===== config.mk =====
export PLATFORM = sky130hd
export DESIGN_NAME = core_sequencer
export DESIGN_NICKNAME = d
export VERILOG_FILES = /design/src/rtl/core_seq_pkg.sv /design/src/rtl/core_seq_sat_counter.sv /design/src/rtl/core_sequencer.sv
export SDC_FILE = /design/constraint.sdc
export NUM_CORES = 1
export LEC_CHECK = 0
export CAP_MARGIN = 5
export CORE_MARGIN = 5
export CORE_UTILIZATION = 44
export DETAILED_ROUTE_END_ITERATION = 8
export GPL_TIMING_DRIVEN = 0
export PLACE_DENSITY = 0.88
export SYNTH_ARGS = -nofsm -noshare
export SYNTH_HDL_FRONTEND = slang
export SYNTH_SLANG_ARGS = --single-unit
export TNS_END_PERCENT = 50

===== constraint.sdc =====
create_clock -name clk -period 2.52 [get_ports clk]
set_input_delay 0.63 -clock clk [delete_from_list [all_inputs] [get_ports clk]]
set_output_delay 0.63 -clock clk [all_outputs]
set_load 0.05 [all_outputs]

===== src/rtl/core_seq_pkg.sv =====
// Shared types and helpers for the instruction fetch/issue sequencer.
package core_seq_pkg;

   typedef enum logic [1:0] {
      ST_IDLE,
      ST_RUN,
      ST_DRAIN,
      ST_DONE
   } seq_state_e;

   localparam logic [3:0] OPCODE_HALT     = 4'hF;
   localparam int         INSTR_MAX_WIDTH = 64;
   localparam int         PERF_WIDTH      = 32;

   // Opcode is the top nibble of an instruction of the given width.
   function automatic logic [3:0] get_opcode(input logic [INSTR_MAX_WIDTH-1:0] instr,
                                             input int width);
      return 4'(instr >> (width - 4));
   endfunction

endpackage


===== src/rtl/core_seq_sat_counter.sv =====
// Saturating event counter with synchronous clear; sticks at all-ones.
module core_seq_sat_counter #(
   parameter int WIDTH = 32
) (
   input  logic             clk,
   input  logic             reset,
   input  logic             clear,
   input  logic             inc,
   output logic [WIDTH-1:0] count
);

   logic [WIDTH-1:0] count_reg;

   // Count up on inc until the counter reaches its maximum value.
   always_ff @(posedge clk) begin
      if (reset || clear) begin
         count_reg <= '0;
      end else if (inc && (count_reg != '1)) begin
         count_reg <= count_reg + WIDTH'(1);
      end
   end

   assign count = count_reg;

endmodule


===== src/rtl/core_sequencer.sv =====
// Instruction fetch/issue sequencer: reads a 1-cycle-latency ROM, issues one
// instruction per cycle, handles stall replay and branch redirect, and drains
// the datapath after HALT before raising stop_o.
// Optional performance counters are built when CORE_SEQ_PERF_EN is defined.
module core_sequencer
   import core_seq_pkg::*;
#(
   parameter int                    ADDR_WIDTH      = 8,
   parameter int                    INSTR_WIDTH     = 16,
   parameter int                    PIPELINE_LENGTH = 2,
   parameter logic [ADDR_WIDTH-1:0] START_PC        = '0
) (
   input  logic                   clk,
   input  logic                   reset,
   input  logic                   start_i,
   output logic [ADDR_WIDTH-1:0]  imem_addr_o,
   input  logic [INSTR_WIDTH-1:0] imem_data_i,
   input  logic                   stall_i,
   input  logic                   redirect_i,
   input  logic [ADDR_WIDTH-1:0]  redirect_pc_i,
   output logic [INSTR_WIDTH-1:0] instr_o,
   output logic                   instr_valid_o,
   output logic [ADDR_WIDTH-1:0]  issue_pc_o,
   output logic                   busy_o,
   output logic                   stop_o,
   output logic [31:0]            perf_issued_o,
   output logic [31:0]            perf_bubbles_o
);

   localparam int CNT_W = $clog2(PIPELINE_LENGTH + 1);

   seq_state_e             state_reg, state_next;
   logic [ADDR_WIDTH-1:0]  pc_reg, pc_next;
   logic [ADDR_WIDTH-1:0]  f_pc_reg, f_pc_next;
   logic                   f_valid_reg, f_valid_next;
   logic [INSTR_WIDTH-1:0] instr_reg, instr_next;
   logic                   valid_reg, valid_next;
   logic [ADDR_WIDTH-1:0]  issue_pc_reg, issue_pc_next;
   logic                   stop_reg, stop_next;
   logic [CNT_W-1:0]       cnt_reg, cnt_next;
   logic                   is_halt;

   assign is_halt = (get_opcode(INSTR_MAX_WIDTH'(imem_data_i), INSTR_WIDTH) == OPCODE_HALT);

   // State register; reset discards any in-flight fetch and never raises stop.
   always_ff @(posedge clk) begin
      if (reset) begin
         state_reg    <= ST_IDLE;
         pc_reg       <= START_PC;
         f_pc_reg     <= START_PC;
         f_valid_reg  <= 1'b0;
         instr_reg    <= '0;
         valid_reg    <= 1'b0;
         issue_pc_reg <= '0;
         stop_reg     <= 1'b0;
         cnt_reg      <= '0;
      end else begin
         state_reg    <= state_next;
         pc_reg       <= pc_next;
         f_pc_reg     <= f_pc_next;
         f_valid_reg  <= f_valid_next;
         instr_reg    <= instr_next;
         valid_reg    <= valid_next;
         issue_pc_reg <= issue_pc_next;
         stop_reg     <= stop_next;
         cnt_reg      <= cnt_next;
      end
   end

   // Next-state logic: redirect beats stall beats normal fetch/issue in RUN.
   always_comb begin
      state_next    = state_reg;
      pc_next       = pc_reg;
      f_pc_next     = f_pc_reg;
      f_valid_next  = f_valid_reg;
      instr_next    = instr_reg;
      valid_next    = 1'b0;
      issue_pc_next = issue_pc_reg;
      stop_next     = stop_reg;
      cnt_next      = cnt_reg;
      case (state_reg)
         ST_IDLE, ST_DONE: begin
            if (start_i) begin
               state_next   = ST_RUN;
               pc_next      = START_PC;
               f_pc_next    = START_PC;
               f_valid_next = 1'b0;
               stop_next    = 1'b0;
            end
         end
         ST_RUN: begin
            if (redirect_i) begin
               pc_next      = redirect_pc_i;
               f_valid_next = 1'b0;
            end else if (stall_i) begin
               // Refetch the pending address so nothing is skipped.
               pc_next      = f_pc_reg;
               f_valid_next = 1'b0;
            end else begin
               pc_next      = pc_reg + ADDR_WIDTH'(1);
               f_pc_next    = pc_reg;
               f_valid_next = 1'b1;
               if (f_valid_reg) begin
                  if (is_halt) begin
                     state_next = ST_DRAIN;
                     cnt_next   = CNT_W'(PIPELINE_LENGTH - 1);
                  end else begin
                     instr_next    = imem_data_i;
                     issue_pc_next = f_pc_reg;
                     valid_next    = 1'b1;
                  end
               end
            end
         end
         ST_DRAIN: begin
            if (cnt_reg == '0) begin
               state_next = ST_DONE;
               stop_next  = 1'b1;
            end else begin
               cnt_next = cnt_reg - CNT_W'(1);
            end
         end
         default: begin
            state_next = ST_IDLE;
         end
      endcase
   end

   assign imem_addr_o   = pc_reg;
   assign instr_o       = instr_reg;
   assign instr_valid_o = valid_reg;
   assign issue_pc_o    = issue_pc_reg;
   assign stop_o        = stop_reg;
   assign busy_o        = (state_reg == ST_RUN) || (state_reg == ST_DRAIN);

`ifdef CORE_SEQ_PERF_EN
   // Counter 0 tracks issued instructions, counter 1 tracks RUN-cycle bubbles.
   logic                  start_accept;
   logic [1:0]            perf_inc;
   logic [PERF_WIDTH-1:0] perf_count [2];

   assign start_accept = start_i && ((state_reg == ST_IDLE) || (state_reg == ST_DONE));
   assign perf_inc[0]  = valid_next;
   assign perf_inc[1]  = (state_reg == ST_RUN) && !valid_next;

   generate
      for (genvar gi = 0; gi < 2; gi++) begin : g_perf
         core_seq_sat_counter #(.WIDTH(PERF_WIDTH)) u_cnt (
            .clk   (clk),
            .reset (reset),
            .clear (start_accept),
            .inc   (perf_inc[gi]),
            .count (perf_count[gi])
         );
      end
   endgenerate

   assign perf_issued_o  = perf_count[0];
   assign perf_bubbles_o = perf_count[1];
`else
   assign perf_issued_o  = '0;
   assign perf_bubbles_o = '0;
`endif

endmodule


Word level (Yosys, flattened, before mapping)
Index checks and enable logic that the tools add are counted.

Bits of input ports: 29. Output and inout bits: 99. Word-level logic and storage cells: 68. Bits in registers: 47.

Bitwise gates (word level): 5. Add/subtract/negate cells: 2. Mux-type cells: 27. Reductions and logical operators: 14. Equal/unequal tests: 11.

Operators by type and width (count): 8-bit 2-to-1 mux (5); 8-bit one-hot mux with 2 select lines (2); 2-bit 2-to-1 mux (11); 2-bit != test, second input constant (7); 6-bit AND reduction (2); 8-bit by 1-bit adder with 8-bit output, second input constant (1); 2-bit one-hot mux with 3 select lines (1); 2-bit nonzero test (3); 1-bit 2-to-1 mux (5); 1-bit inverter (5); 5-bit AND reduction (1); 5-bit OR reduction (1); 2-bit == test, second input constant (2); 4-bit == test, second input constant (1); 2-bit zero test (2); 1-bit one-hot mux with 2 select lines (2); 2-bit one-hot mux with 2 select lines (1); 4-bit AND reduction (1); 3-bit AND reduction (1); 2-bit by 1-bit == test with 1-bit output, second input constant (1); 2-bit AND reduction (1); 2-bit OR reduction (1); 2-bit by 1-bit subtractor with 2-bit output, second input constant (1); 1-bit logical OR (1).

Depth between registers and ports, before layout
Gate-level depths: netlist of the first run.

Depth in word-level cells: 6. Depth in mapped cells: 8. Depth with buffers taken out: 6.

Worst setup path before layout of the first run
Ideal clock, no wire load.

Kind: input -> register. From: in redirect_i. To: reg issue_pc_reg[4], in the netlist issue_pc_o[4]. Arrival: 1.739 ns. Setup time: 0.068 ns. Cell stages on the path: 6. Data required time: 2.452 ns. Slack: 0.713 ns. Cells stage by stage: buf_6 -> or3b_4 -> nor3b_4 -> buf_6 -> nand2_1 -> a21oi_2.

Word-level cells in the longest chain between the ends: 2.

RTL lines: start: declaration (RTL line core_sequencer.sv:19) `input logic redirect_i,`; 1-bit inverter (no source line); 5-bit AND reduction (no source line); end signal: assignment (RTL line core_sequencer.sv:64) `issue_pc_reg <= issue_pc_next;`; end: declaration (RTL line core_sequencer.sv:38) `logic [ADDR_WIDTH-1:0] issue_pc_reg, issue_pc_next;`.

No other way between the ends. A chain may end at the register's enable or synchronous reset.

Final worst setup path of the first run
From: reg state_reg[0]. To: out busy_o.

Word-level cells in the longest chain between the ends: 2.

RTL lines: start: declaration (RTL line core_sequencer.sv:32) `seq_state_e state_reg, state_next;`; start signal: assignment (RTL line core_sequencer.sv:58) `state_reg <= state_next;`; 2-bit by 1-bit == test with 1-bit output / 2-bit == test (equally long branches) (RTL line core_sequencer.sv:134) `assign busy_o = (state_reg == ST_RUN) || (state_reg == ST_DRAIN);`; 1-bit logical OR * (RTL line core_sequencer.sv:134); end: declaration (RTL line core_sequencer.sv:24) `output logic busy_o,`.

Mark *: on every way between the ends. The rest lies on a longest branch, timed or not.

==> out/results.tsv, run 1 <==
metric	value	unit
outcome	finished, final reports clean	
Slew @ Worst Pin	0.5715	ns
gr ovfl total	0	
number of synthesized flops with an enable pin	0	
CP max-delay cell	dlygate4sd2_1	
Site Rows	28	
fillers	553	
Netlist cell types	42	
Synthesis Warnings	0	
Layout Area Growth over Synthesis	39.59	%
register area share after synthesis	36.08	%
Die X	86.98	um
Initial Util	44.57	%
maximum clock frequency	429.1	MHz
Finished Cell Area	3640	um2
Peak VDD IR	0.0002690	V
RSZ-0062 raised after global routing	no	
non-filler cells, final	532	
total setup buffers inserted after CTS	0	
Synth Flop Type	dfxtp_1	
Via density	4.586	
Clk Latency, worst-skew pair	0.29	ns
Global Route Usage Sum	17.04	%
clk_skew	0.005254	ns
worst-path fanout max	4	
Die Height	86.98	um
Multi-input gate area	1310	um2
final setup violation count	0	
Post-Syn Area	2608	um2
post-CTS sizing	1	
CP endpoint kind	output pin	
cell mode on critical path	inv_1	
period utilisation layout	92.49	%
critical path required time	1.89	ns
CTS Buf Count	5	
PwrDens	609.9	nW/um2
critical path cell sequence	inv_1 -> ha_1 -> inv_1 -> dlygate4sd2_1	
min cycle time layout	2.331	ns
Worst Path Arrival	1.70	ns
DP Area	3558	um2
clock slew at the register clock pins of the worst setup and hold paths	0.09	ns
final net count	491	
DRC Markers	0	
relative slew slack	61.90	%
setup TNS	0	ns
Ant. Diodes	0	
port buffer count	62	
Iter 0 DRT Violations	147	
Via Count	2440	
CTS Sinks	47	
Worst Setup Start Kind	register	
largest net degree at the start of global routing	15	
critical path type	register to output pin	
worst setup margin	0.1894	ns
Reg2Reg Setup Slack	0.47	ns
Hold Vio Cnt, Final	0	
maximum buffer depth of the clock tree	2	
# hold bufs at CTS	0	
post-place setup slack	0.01473	ns
Hold WC Path Type	register to register	
async set-or-reset flop fraction in the synthesized netlist	0	%
max reg flops	16	
antenna violations before repair	0	
die area	7566	um2
number of global-route vias before repair	2194	
HPWL after DPL	5.295	mm
Crit path largest cell delay	0.53	ns
Routed Antenna Nets	0	
Post-Syn Instances	325	
core box area	5851	um2
share of cells above drive strength 1	17.51	%
Slew Viols, Final	0	
CTS tree	built	
Placed Cells	525	
clock root cell	clkbuf_8	
H-tree depth	2	
leak pwr	1.533	nW
Core Util, Final	62.21	%
post-synthesis register bit count	47	
syn avg cell area	8.023	um2
Max Cap Violations	0	
Avg WL per Cell	12.50	um
Reg area	940.9	um2
Final GP Congestion	0.8956	
DRT Pass-1 Iters	5	
Routed WL	6.648	mm
global-route wire length before repair	10.44	mm
I/O pins	128	
## stage by stage
| step | total power [mW] | hold slack [ns] |
|---|---|---|
| after CTS | 2.222 | 0.4609 |
| after floorplan | 1.584 | 0.4395 |
| after global placement | 1.784 | 0.4410 |
| after global routing | 2.346 | 0.4782 |
| final | 2.220 | 0.4586 |
| after detailed placement | 1.805 | 0.4487 |
## cell usage in the layout (no fill, tap or decap), types with 4 or more instances in the layout
cell type,instances
mux2i_1,4
nor3_1,4
a21oi_1,27
buf_4,64
inv_1,7
o21ai_0,9
a22oi_1,12
nand2b_1,5
nand2_1,58
nor2_1,18
nand3_1,5
clkbuf_8,5
dfxtp_1,47
clkdlybuf4s50_1,61
ha_1,5
nand3b_1,4
clkbuf_1,13
conb_1,64
## routing by layer
metal	share of wire (%)	track usage, %	up-vias
met1	41	21.44	1070
li1	-	-	1234
met4	1.4	4.958	0
met2	46	28.78	128
met3	11	4.163	8
met5	0	0	-
## kinds of logic (layout without fill, tap and decap cells)
| group | count (synthesis) | in the layout | share of synthesized area [%] |
|---|---|---|---|
| flip-flops | 47 | 47 | 36.08 |
| AND/OR/NAND/NOR | 107 | 107 | 19.00 |
| AO/OA/AOI/OAI | 70 | 70 | 17.08 |
| other | 1 | 64 | 0.1438 |
| buffers and inverters | 88 | 157 | 22.74 |
| XOR/XNOR | 3 | 3 | 1.008 |
| multiplexers | 4 | 4 | 1.536 |
| adder cells (fa/ha/maj) | 5 | 5 | 2.399 |
## synth_stat cells (2+ instances only)
cell type / number / area share [%]
o21a_1: 2 / 0.58
nor3_1: 4 / 0.77
dfxtp_1: 47 / 36
buf_6: 3 / 1.3
nand2_1: 58 / 8.3
o21ai_0: 9 / 1.7
a21oi_2: 3 / 1.0
nand2b_1: 5 / 1.2
clkbuf_1: 13 / 1.9
nand4_1: 3 / 0.72
mux2i_1: 4 / 1.5
o41ai_1: 2 / 0.67
nand3_1: 5 / 0.96
a32oi_1: 2 / 0.67
o211ai_1: 3 / 0.86
nor2_1: 18 / 2.6
inv_1: 7 / 1.0
ha_1: 5 / 2.4
nand3b_1: 4 / 1.2
a31oi_1: 3 / 0.72
xnor2_1: 3 / 1.0
a21oi_1: 27 / 5.2
buf_4: 64 / 18
a22oi_1: 12 / 3.5
and3_1: 2 / 0.48
## final timing paths
| kind | start | depth (start not counted) | to |
|---|---|---|---|
| worst min-delay path | instr_o[3] | 2 | instr_o[3] |
| worst max-delay path | state_reg[0] | 4 | busy_o |
| worst min register to register | instr_o[3] | 2 | instr_o[3] |
| worst max register to register | state_reg[0] | 6 | imem_addr_o[6] |
## area by class of cell
| cell class | count | share of cell area (%) |
|---|---|---|
| Clock buffer | 5 | 1.891 |
| Inverter | 7 | 0.7219 |
| Clock inverter | 2 | 0.3781 |
| Timing Repair Buffer | 62 | 17.02 |
| Buffer | 81 | 15.57 |
| Multi-Input combinational cell | 253 | 35.99 |
| Tap cell | 75 | 2.578 |
| Sequential cell | 47 | 25.85 |
## report_power, final
| group | switching [mW] | internal, mW | total, mW |
|---|---|---|---|
| logic | 0.662 | 0.298 | 0.960 |
| registers | 0.0433 | 0.787 | 0.830 |
| clock network | 0.240 | 0.190 | 0.430 |
## worst max-delay path: cells and delay by family (launching register included)
kind                     cells  cell delay [ns]
adder cells (fa/ha/maj)      1             0.35
buffers and inverters        3             0.70
flip-flops                   1             0.36
Power figures use the tool's default switching activity.
==> inputs of run 2 (changes only) <==
--- a/config.mk
+++ b/config.mk
@@ -10,7 +10,7 @@
 export CORE_UTILIZATION = 44
 export DETAILED_ROUTE_END_ITERATION = 8
 export GPL_TIMING_DRIVEN = 0
-export PLACE_DENSITY = 0.88
+export PLACE_DENSITY = 0.92
 export SYNTH_ARGS = -nofsm -noshare
 export SYNTH_HDL_FRONTEND = slang
 export SYNTH_SLANG_ARGS = --single-unit
==> run 2 against run 1 <==
  * Non-clock buffer count unchanged
  * Core utilization increased by 0.86 points
  * Sequential cell count unchanged
  * Total power increased by 10%
  * Clock skew about the same
  * Sequential share of layout area decreased by 0.35 points
  * Via count increased by 3.0%
  * Register-to-register slack improved by 0.03 ns
  * Critical path type unchanged
==> out/results.tsv, run 2 (synthesized netlist as in run 1, its figures left out) <==
metric	value	unit
critical path cell sequence	inv_1 -> ha_1 -> inv_1 -> dlygate4sd2_1	
final net count	491	
Iter 0 DRT Violations	208	
number of global-route vias before repair	2255	
Die Height	86.98	um
gr ovfl total	0	
max reg flops	16	
Global Route Usage Sum	17.28	%
Final GP Congestion	0.9048	
clk_skew	0.005057	ns
outcome	finished, final reports clean	
global-route wire length before repair	10.52	mm
port buffer count	62	
Hold Vio Cnt, Final	0	
Max Cap Violations	0	
CP endpoint kind	output pin	
Core Util, Final	63.07	%
core box area	5851	um2
final setup violation count	0	
Hold Path Origin	issue_pc_o[7]	
Routed Antenna Nets	0	
CTS tree	built	
largest net degree at the start of global routing	15	
hold_ws	0.4573	ns
Routed WL	6.768	mm
min cycle time layout	2.350	ns
delay-heaviest family, CP	buffers and inverters	
share of cells above drive strength 1	17.47	%
Die X	86.98	um
PwrDens	663.6	nW/um2
Ant. Diodes	0	
post-route total power	2.448	mW
Avg WL per Cell	12.70	um
maximum clock frequency	425.5	MHz
Site Rows	28	
R2R Path Start	state_reg[0]	
critical path type	register to output pin	
die area	7566	um2
Layout Area Growth over Synthesis	41.51	%
worst setup margin	0.1697	ns
period utilisation layout	93.27	%
critical path required time	1.89	ns
CTS Buf Count	5	
DRT Pass-1 Iters	4	
Setup crit start	state_reg[0]	
Hold WC Path Type	register to register	
I/O pins	128	
DRC Markers	0	
commonest non-fill, non-tap cells in the layout	buf_4, conb_1, clkdlybuf4s50_1	
post-place setup slack	0.01809	ns
clock slew at the register clock pins of the worst setup and hold paths	0.09	ns
Peak VDD IR	0.0003056	V
Worst Path Arrival	1.72	ns
leak pwr	1.554	nW
RSZ-0062 raised after global routing	no	
CTS Sinks	47	
Initial Util	44.57	%
antenna violations before repair	0	
cell mode on critical path	inv_1	
Crit path largest cell delay	0.54	ns
Slew Viols, Final	0	
worst-path fanout max	4	
CP max-delay cell	dlygate4sd2_1	
HPWL after DPL	5.295	mm
relative slew slack	62.63	%
Via density	4.717	
setup TNS	0	ns
Bufs and invs on worst path	3	
Slew @ Worst Pin	0.5606	ns
clock root cell	clkbuf_8	
Via Count	2514	
H-tree depth	2	
Clk Latency, worst-skew pair	0.30	ns
maximum buffer depth of the clock tree	2	
Worst Setup Start Kind	register	
run 2: changes by cell type in the layout (fill, tap and decap cells not counted), sizes merged:
cell    change
bufinv      +2
clkinv      -2
clkbuf      +1
run 2: what timing repair did:
| item | CTS | global route |
|---|---|---|
| buffers inserted | 0 | 0 |
| resized for setup | 1 | 0 |
| hold buffers | 0 | 0 |
| endpoints found under the setup margin | 1 | 0 |
run 2: path summary, 6_finish.rpt:
path | end | slack [ns] | cells after the start
worst min register to register | issue_pc_o[7] | 0.46 | 2
worst max-delay path | busy_o | 0.17 | 4
worst min-delay path | issue_pc_o[7] | 0.46 | 2
worst max register to register | imem_addr_o[6] | 0.50 | 6
run 2: layer usage:
layer  share of wire (%)  track usage [%]
met4                0.59            4.674
met3                  12            4.825
met5                   0                0
met2                  48            28.64
met1                  39            21.99
run 2: layout make-up:
type / count / area [um2]
clock inverter: 2 / 60.06
clock buffer: 6 / 72.57
inverter: 7 / 26.28
tap: 75 / 93.84
multi-input combinational: 253 / 1310
fill: 511 / 2161
buffer: 81 / 566.8
sequential: 47 / 940.9
timing repair buffer: 62 / 619.3
run 2: worst min-delay path, delay by kind of cell, from the launching register on:
family | cells | cell delay (ns)
AOI/OAI and AO/OA | 1 | 0.05
DFF | 1 | 0.31
and+or+nand+nor | 1 | 0.05
run 2: per-stage QoR:
step	cell area, um2	cells
floorplan	2844	388
global placement	3558	525
detailed placement	3558	525
CTS	3690	533
global route	3690	533
finish	3690	533
run 2: power breakdown:
| part | internal (mW) | switching, mW | total, mW | leakage, nW |
|---|---|---|---|---|
| Combinational | 0.299 | 0.668 | 0.967 | 1.11 |
| Sequential | 0.787 | 0.0425 | 0.829 | 0.380 |
| Clock | 0.396 | 0.256 | 0.652 | 0.0654 |
